===== src/rtl/synth_pkg.sv =====
// Shared synth types: envelope states, rate/sustain tables
// and amp_envelope field positions.
package synth_pkg;

  typedef enum logic [2:0] {
    IDLE,
    ATTACK,
    DECAY,
    SUSTAIN,
    RELEASE
  } env_state_t;

  localparam int ENV_CODE_W = 2;
  localparam int ATK_LSB    = 0;
  localparam int DEC_LSB    = 2;
  localparam int SUS_LSB    = 4;
  localparam int REL_LSB    = 6;

  localparam logic [7:0] SUSTAIN_LVL [4] = '{
    8'h40, 8'h80, 8'hC0, 8'hFF
  };

  // Larger code gives a slower slope.
  function automatic logic [3:0] rate_step(
    input logic [1:0] code
  );
    return 4'd8 >> code;
  endfunction

endpackage


===== src/rtl/env_tick_gen.sv =====
// Free-running envelope prescaler; one-cycle tick
// every TICK_DIV clocks.
module env_tick_gen #(
  parameter int TICK_DIV = 1000
) (
  input  logic clk,
  input  logic reset_n,
  output logic tick
);

  localparam int CW = $clog2(TICK_DIV);
  localparam logic [CW-1:0] LAST = CW'(TICK_DIV - 1);

  logic [CW-1:0] count;

  assign tick = (count == LAST);

  always_ff @(posedge clk or negedge reset_n) begin
    if (!reset_n) begin
      count <= '0;
    end else if (tick) begin
      count <= '0;
    end else begin
      count <= count + CW'(1);
    end
  end

endmodule


===== src/rtl/adsr_envelope.sv =====
// ADSR amplitude envelope with registered VCA scaling
// of the oscillator sample stream.
module adsr_envelope
  import synth_pkg::*;
#(
  parameter int TICK_DIV = 1000,
  parameter int SAMPLE_W = 12
) (
  input  logic                       clk,
  input  logic                       reset_n,
  input  logic                       gate,
  input  logic [7:0]                 amp_envelope,
  input  logic signed [SAMPLE_W-1:0] sample_in,
  input  logic                       sample_valid,
  output logic signed [SAMPLE_W-1:0] sample_out,
  output logic                       sample_out_valid,
  output logic [7:0]                 env_level,
  output logic                       env_active
);

  localparam int PW = SAMPLE_W + 9;

  env_state_t state;
  logic       tick;
  logic       gate_q;
  logic       seen_low;
  logic       rise;
  logic       fall;
  logic [3:0] atk_s;
  logic [3:0] dec_s;
  logic [3:0] rel_s;
  logic [7:0] tgt;
  logic [8:0] up_sum;
  logic [8:0] dec_floor;
  logic [7:0] dec_next;
  logic [7:0] rel_next;

  env_tick_gen #(
    .TICK_DIV(TICK_DIV)
  ) u_tick (
    .clk    (clk),
    .reset_n(reset_n),
    .tick   (tick)
  );

  assign atk_s = rate_step(amp_envelope[ATK_LSB +: ENV_CODE_W]);
  assign dec_s = rate_step(amp_envelope[DEC_LSB +: ENV_CODE_W]);
  assign rel_s = rate_step(amp_envelope[REL_LSB +: ENV_CODE_W]);
  assign tgt   = SUSTAIN_LVL[amp_envelope[SUS_LSB +: ENV_CODE_W]];

  // A gate held through reset must drop before it can retrigger.
  assign rise = gate & ~gate_q & seen_low;
  assign fall = ~gate & gate_q;

  assign up_sum    = {1'b0, env_level} + {5'b0, atk_s};
  assign dec_floor = {1'b0, tgt} + {5'b0, dec_s};
  assign dec_next  = env_level - {4'b0, dec_s};
  assign rel_next  = env_level - {4'b0, rel_s};

  assign env_active = (state != IDLE);

  always_ff @(posedge clk or negedge reset_n) begin
    if (!reset_n) begin
      state     <= IDLE;
      env_level <= '0;
      gate_q    <= 1'b0;
      seen_low  <= 1'b0;
    end else begin
      gate_q <= gate;
      if (!gate) begin
        seen_low <= 1'b1;
      end
      if (rise) begin
        state <= ATTACK;
      end else if (fall && (state == ATTACK ||
                            state == DECAY  ||
                            state == SUSTAIN)) begin
        state <= RELEASE;
      end else if (tick) begin
        case (state)
          ATTACK: begin
            if (up_sum >= 9'd255) begin
              env_level <= 8'hFF;
              state     <= DECAY;
            end else begin
              env_level <= up_sum[7:0];
            end
          end
          DECAY: begin
            if ({1'b0, env_level} <= dec_floor) begin
              env_level <= tgt;
              state     <= SUSTAIN;
            end else begin
              env_level <= dec_next;
            end
          end
          SUSTAIN: begin
            env_level <= tgt;
          end
          RELEASE: begin
            if (env_level <= {4'b0, rel_s}) begin
              env_level <= '0;
              state     <= IDLE;
            end else begin
              env_level <= rel_next;
            end
          end
          default: begin
            env_level <= '0;
          end
        endcase
      end
    end
  end

  logic signed [PW-1:0] s_ext;
  logic signed [PW-1:0] l_ext;
  logic signed [PW-1:0] product;
  logic                 unused_bits;

  assign s_ext       = PW'(sample_in);
  assign l_ext       = PW'({1'b0, env_level});
  assign product     = s_ext * l_ext;
  assign unused_bits = ^{product[PW-1], product[7:0]};

  always_ff @(posedge clk or negedge reset_n) begin
    if (!reset_n) begin
      sample_out       <= '0;
      sample_out_valid <= 1'b0;
    end else begin
      sample_out_valid <= sample_valid;
      if (sample_valid) begin
        sample_out <= product[SAMPLE_W+7:8];
      end
    end
  end

endmodule


===== config.mk =====
export PLATFORM = sky130hd
export DESIGN_NAME = adsr_envelope
export DESIGN_NICKNAME = d
export VERILOG_FILES = /design/src/rtl/synth_pkg.sv /design/src/rtl/env_tick_gen.sv /design/src/rtl/adsr_envelope.sv
export SDC_FILE = /design/constraint.sdc
export NUM_CORES = 1
export LEC_CHECK = 0
export ABC_AREA = 1
export BUFFER_PORTS_ARGS = -buffer_cell sky130_fd_sc_hd__buf_2
export CAP_MARGIN = 10
export CELL_PAD_IN_SITES_DETAIL_PLACEMENT = 0
export CELL_PAD_IN_SITES_GLOBAL_PLACEMENT = 1
export CORE_AREA = 2 2 116 163
export DETAILED_ROUTE_END_ITERATION = 10
export DIE_AREA = 0 0 118 165
export GPL_ROUTABILITY_DRIVEN = 0
export PLACE_DENSITY_LB_ADDON = 0.05
export SYNTH_ARGS = -nofsm -noshare
export SYNTH_HDL_FRONTEND = slang
export SYNTH_HIERARCHICAL = 1
export SYNTH_SLANG_ARGS = --single-unit

===== constraint.sdc =====
create_clock -name clk -period 4.1 [get_ports clk]
set_input_delay 0.41 -clock clk [delete_from_list [all_inputs] [get_ports clk]]
set_output_delay 0.41 -clock clk [all_outputs]
set_load 0.005 [all_outputs]

==> summary.md <==
| Metric | Value |
|---|---|
| Clock Skew | `about 0.0058 ns` |
| Vias in the first global route | `6126` |
| Synthesis-to-finish area growth | `26.6%` |
| Sequential fraction of the synthesis area | `13.4%` |
| Iteration count of the initial detailed-routing pass | `4` |
| Peak Freq | `about 240 MHz` |
| Setup Crit Path Kind | `reg -> reg` |
| Placed Instance Area | `approximately 7800 um2` |
| P_leak | `5.02 nW` |
| Number of buffers added on ports | `45` |
| CTS tree | `yes` |
| Net count after synthesis | `between 1000 and 1500` |
| Initial antenna violation count | `0` |
| Required @ worst endpoint | `between 4 and 5 ns` |
| Cts hold-fix bufs | `0` |
| Period utilisation layout | `about 100%` |
| Routed len/inst | `13.1 um` |
| Gate count of the mapped netlist | `~950` |
| Max-slew violations | `0` |
| Detailed Place HPWL | `~14 mm` |
| RR Startpoint | `env_level[2]` |
| Site Rows | `58` |
| Nature of the critical path startpoint | `flip-flop` |
| Filler cells | `roughly 1900` |
| Grt ovf | `0` |
| Worst VDD drop | `about 170 uV` |
| DRC violations left | `0` |
| N_diodes | `0` |
| Hold Crit Class | `in -> async` |
| GRT Util Overall | `around a fifth` |
| Core Region | `17900 um2` |
| Unrepaired setup endpoints after global routing | `true` |
| Crit-path max FO | `5` |
| Slew Limit Headroom | `roughly 43%` |
| Synthesis-stage register bit count | `36` |
| Worst Setup End Kind | `flip-flop` |
| Critical Path AT | `between 4 and 5 ns` |
| Fin nets | `roughly 1200` |
| Top post-synthesis cells by area | `fa_1 (24%), nand2_1 (15%), dfrtp_1 (13%)` |
| Fin area | `8520 um2` |
| Wire length of the first global-routing pass | `just under 30 mm` |
| Most common cell in the netlist | `nand2_1` |
| Cts bufs inserted | `5` |
| Post-synth top area cell | `fa_1` |
| Largest net degree at the start of global routing | `37` |
| Unique masters post-synth | `40` |
| Die X | `between 100 and 150 um` |
| Cell area after synthesis | `slightly below 7000 um2` |
| # H-tree levels | `2` |
| Top-area cell type share of the netlist area | `a little under a quarter` |
| Die height | `around 170 um` |
| Min Tclk post-route | `between 4 and 5 ns` |
| Synth top cells by count | `nand2_1 (263), inv_1 (227), fa_1 (79), ha_1 (63), nand3_1 (52)` |
| Power per cell area | `117 nW/um2` |
| Final wirelength | `around 17 mm` |
| Post-DR vias/cell | `4.45` |
| Status | `finished, final reports clean` |
| Post-synth EDFFs | `0` |
| Number of max-cap violations | `0` |
| Share of cells above drive strength 1 | `around 27%` |
| IO Count | `46` |
| Placed Cells | `around 1300` |
| Endpoints failing setup | `0` |
| Root buf cell | `clkbuf_16` |
| Die area | `19500 um2` |
| # clock sinks | `36` |
| Mapped Avg Cell Area | `~7 um2` |
| Post-route antenna net violation count | `0` |
| Setup crit start | `env_level[2]` |
| YS warnings | `6` |
| Clock Latency Late Sink | `around 0.29 ns` |
| Starting Density | `between 30% and 40%` |
| FFs w/ async S/R, synth | `100%` |
| Post-synth top flop | `dfrtp_1` |
| Clock Pin Slew Worst Setup and Hold Paths | `0.06 ns` |
| Post-layout util | `between 40% and 50%` |
| DR iter-0 viols | `between 150 and 200` |
| Fin cells | `roughly 1300` |
| Fin. Hold Viols | `0` |
| Total number of vias | `~5900` |
| Clock Tree Buf Depth | `2` |
| Tightest Pin Transition | `between 0.8 and 0.9 ns` |
==> timing repair <==
action | 4_1_cts | 5_1_grt
pin swaps | 25 | 60
resized for setup | 34 | 68
buffers inserted | 8 | 18
cloned | 0 | 0
endpoints found under the setup margin | 12 | 12
==> worst max-delay path, cell delays in order (launching register included) <==
cell     delay (ns)
dfrtp_2        0.44
nand2_2        0.07
inv_2          0.04
fa_1           0.57
inv_4          0.07
buf_4          0.13
buf_4          0.13
fa_2           0.61
fa_1           0.45
fa_1           0.51
inv_1          0.06
ha_4           0.28
nand4_1        0.10
nor3_1         0.15
nand2_1        0.07
nand2_1        0.07
xor2_1         0.14
o21ai_1        0.07
==> logic make-up (layout without fill, tap and decap cells) <==
group / Yosys count / count (layout) / synth area share [%]
AOI/OAI and AO/OA: 68 / 68 / 5.92
and+or+nand+nor: 412 / 412 / 26.8
buffers and inverters: 264 / 390 / 15.3
adders and majority gates: 142 / 142 / 35.2
DFF: 36 / 36 / 13.4
xor gates and xnor gates: 26 / 26 / 3.39
==> worst paths after layout <==
check,cells past startpoint,to,slack [ns]
setup reg to reg,17,sample_out[10],0.01
hold reg to reg,2,seen_low,0.45
min in group clk,1,gate_q,0.25
max in group asynchronous,1,env_level[3],3.27
setup / recovery,17,sample_out[10],0.01
hold / removal,1,sample_out[0],0.22
==> where the power goes <==
part	total [mW]	leakage [nW]	internal [mW]	switching (mW)
sequential	0.365	0.467	0.359	0.00624
combinational	0.168	4.47	0.0611	0.107
clock	0.462	0.0798	0.286	0.176
==> cell type report <==
| class | count | area [um2] | share of cell area, % |
|---|---|---|---|
| Clock buffer | 5 | 125 | 1.47 |
| Multi-Input combinational cell | 648 | 5190 | 61.0 |
| Sequential cell | 36 | 908 | 10.7 |
| Timing Repair Buffer | 142 | 1040 | 12.2 |
| Tap cell | 240 | 300 | 3.53 |
| Clock inverter | 3 | 42.5 | 0.500 |
| Inverter | 240 | 907 | 10.7 |
==> state kept, by name, summed over array words and instances, names as in the netlist <==
name	count
sample_out	12
u_tick/count	10
env_level	8
state	3
gate_q	1
sample_out_valid	1
seen_low	1
==> stage by stage <==
step | setup WS, ns | power [mW] | setup TNS, ns | hold WS (ns)
CTS | -0.0154 | 1.01 | -0.0302 | 0.238
floorplan | -0.0132 | 0.480 | -0.0132 | 0.114
global placement | -0.177 | 0.544 | -1.30 | 0.435
detailed placement | -0.214 | 0.543 | -1.61 | 0.440
finish | 0.0125 | 0.996 | 0 | 0.222
global route | -0.202 | 1.05 | -1.11 | 0.238
==> metal layers <==
metal,share of wire (%),global-route usage [%],vias to the layer above
li1,-,-,3075
met1,39,20.2,2713
met2,58,39.5,47
met4,1.6,4.22,0
met3,1.5,1.97,18
met5,0,0,-
==> layout by cell type (no fill, tap or decap), types with 3 or more instances in the layout <==
| master | synthesis | routed |
|---|---|---|
| a21o_1 | 4 | 4 |
| a21oi_1 | 30 | 17 |
| a21oi_2 | 1 | 11 |
| a21oi_4 | 2 | 5 |
| a31oi_1 | 3 | 3 |
| buf_12 | 0 | 4 |
| buf_2 | 3 | 45 |
| buf_4 | 4 | 85 |
| buf_6 | 2 | 7 |
| clkbuf_16 | 0 | 5 |
| dfrtp_1 | 36 | 30 |
| dfrtp_2 | 0 | 6 |
| fa_1 | 79 | 75 |
| fa_2 | 0 | 4 |
| ha_1 | 63 | 51 |
| ha_4 | 0 | 12 |
| inv_1 | 227 | 206 |
| inv_2 | 12 | 31 |
| nand2_1 | 263 | 243 |
| nand2_2 | 10 | 24 |
| nand2_4 | 2 | 8 |
| nand3_1 | 52 | 49 |
| nand3_2 | 4 | 6 |
| nand3b_1 | 5 | 5 |
| nand4_1 | 6 | 6 |
| nor2_1 | 46 | 40 |
| nor2_2 | 9 | 13 |
| nor2_4 | 1 | 3 |
| nor3_1 | 7 | 6 |
| nor3_2 | 3 | 4 |
| o21ai_0 | 15 | 10 |
| o21ai_1 | 6 | 9 |
| xnor2_1 | 15 | 13 |
| xor2_1 | 11 | 11 |
No activity file was read; power rests on OpenSTA's default activity.
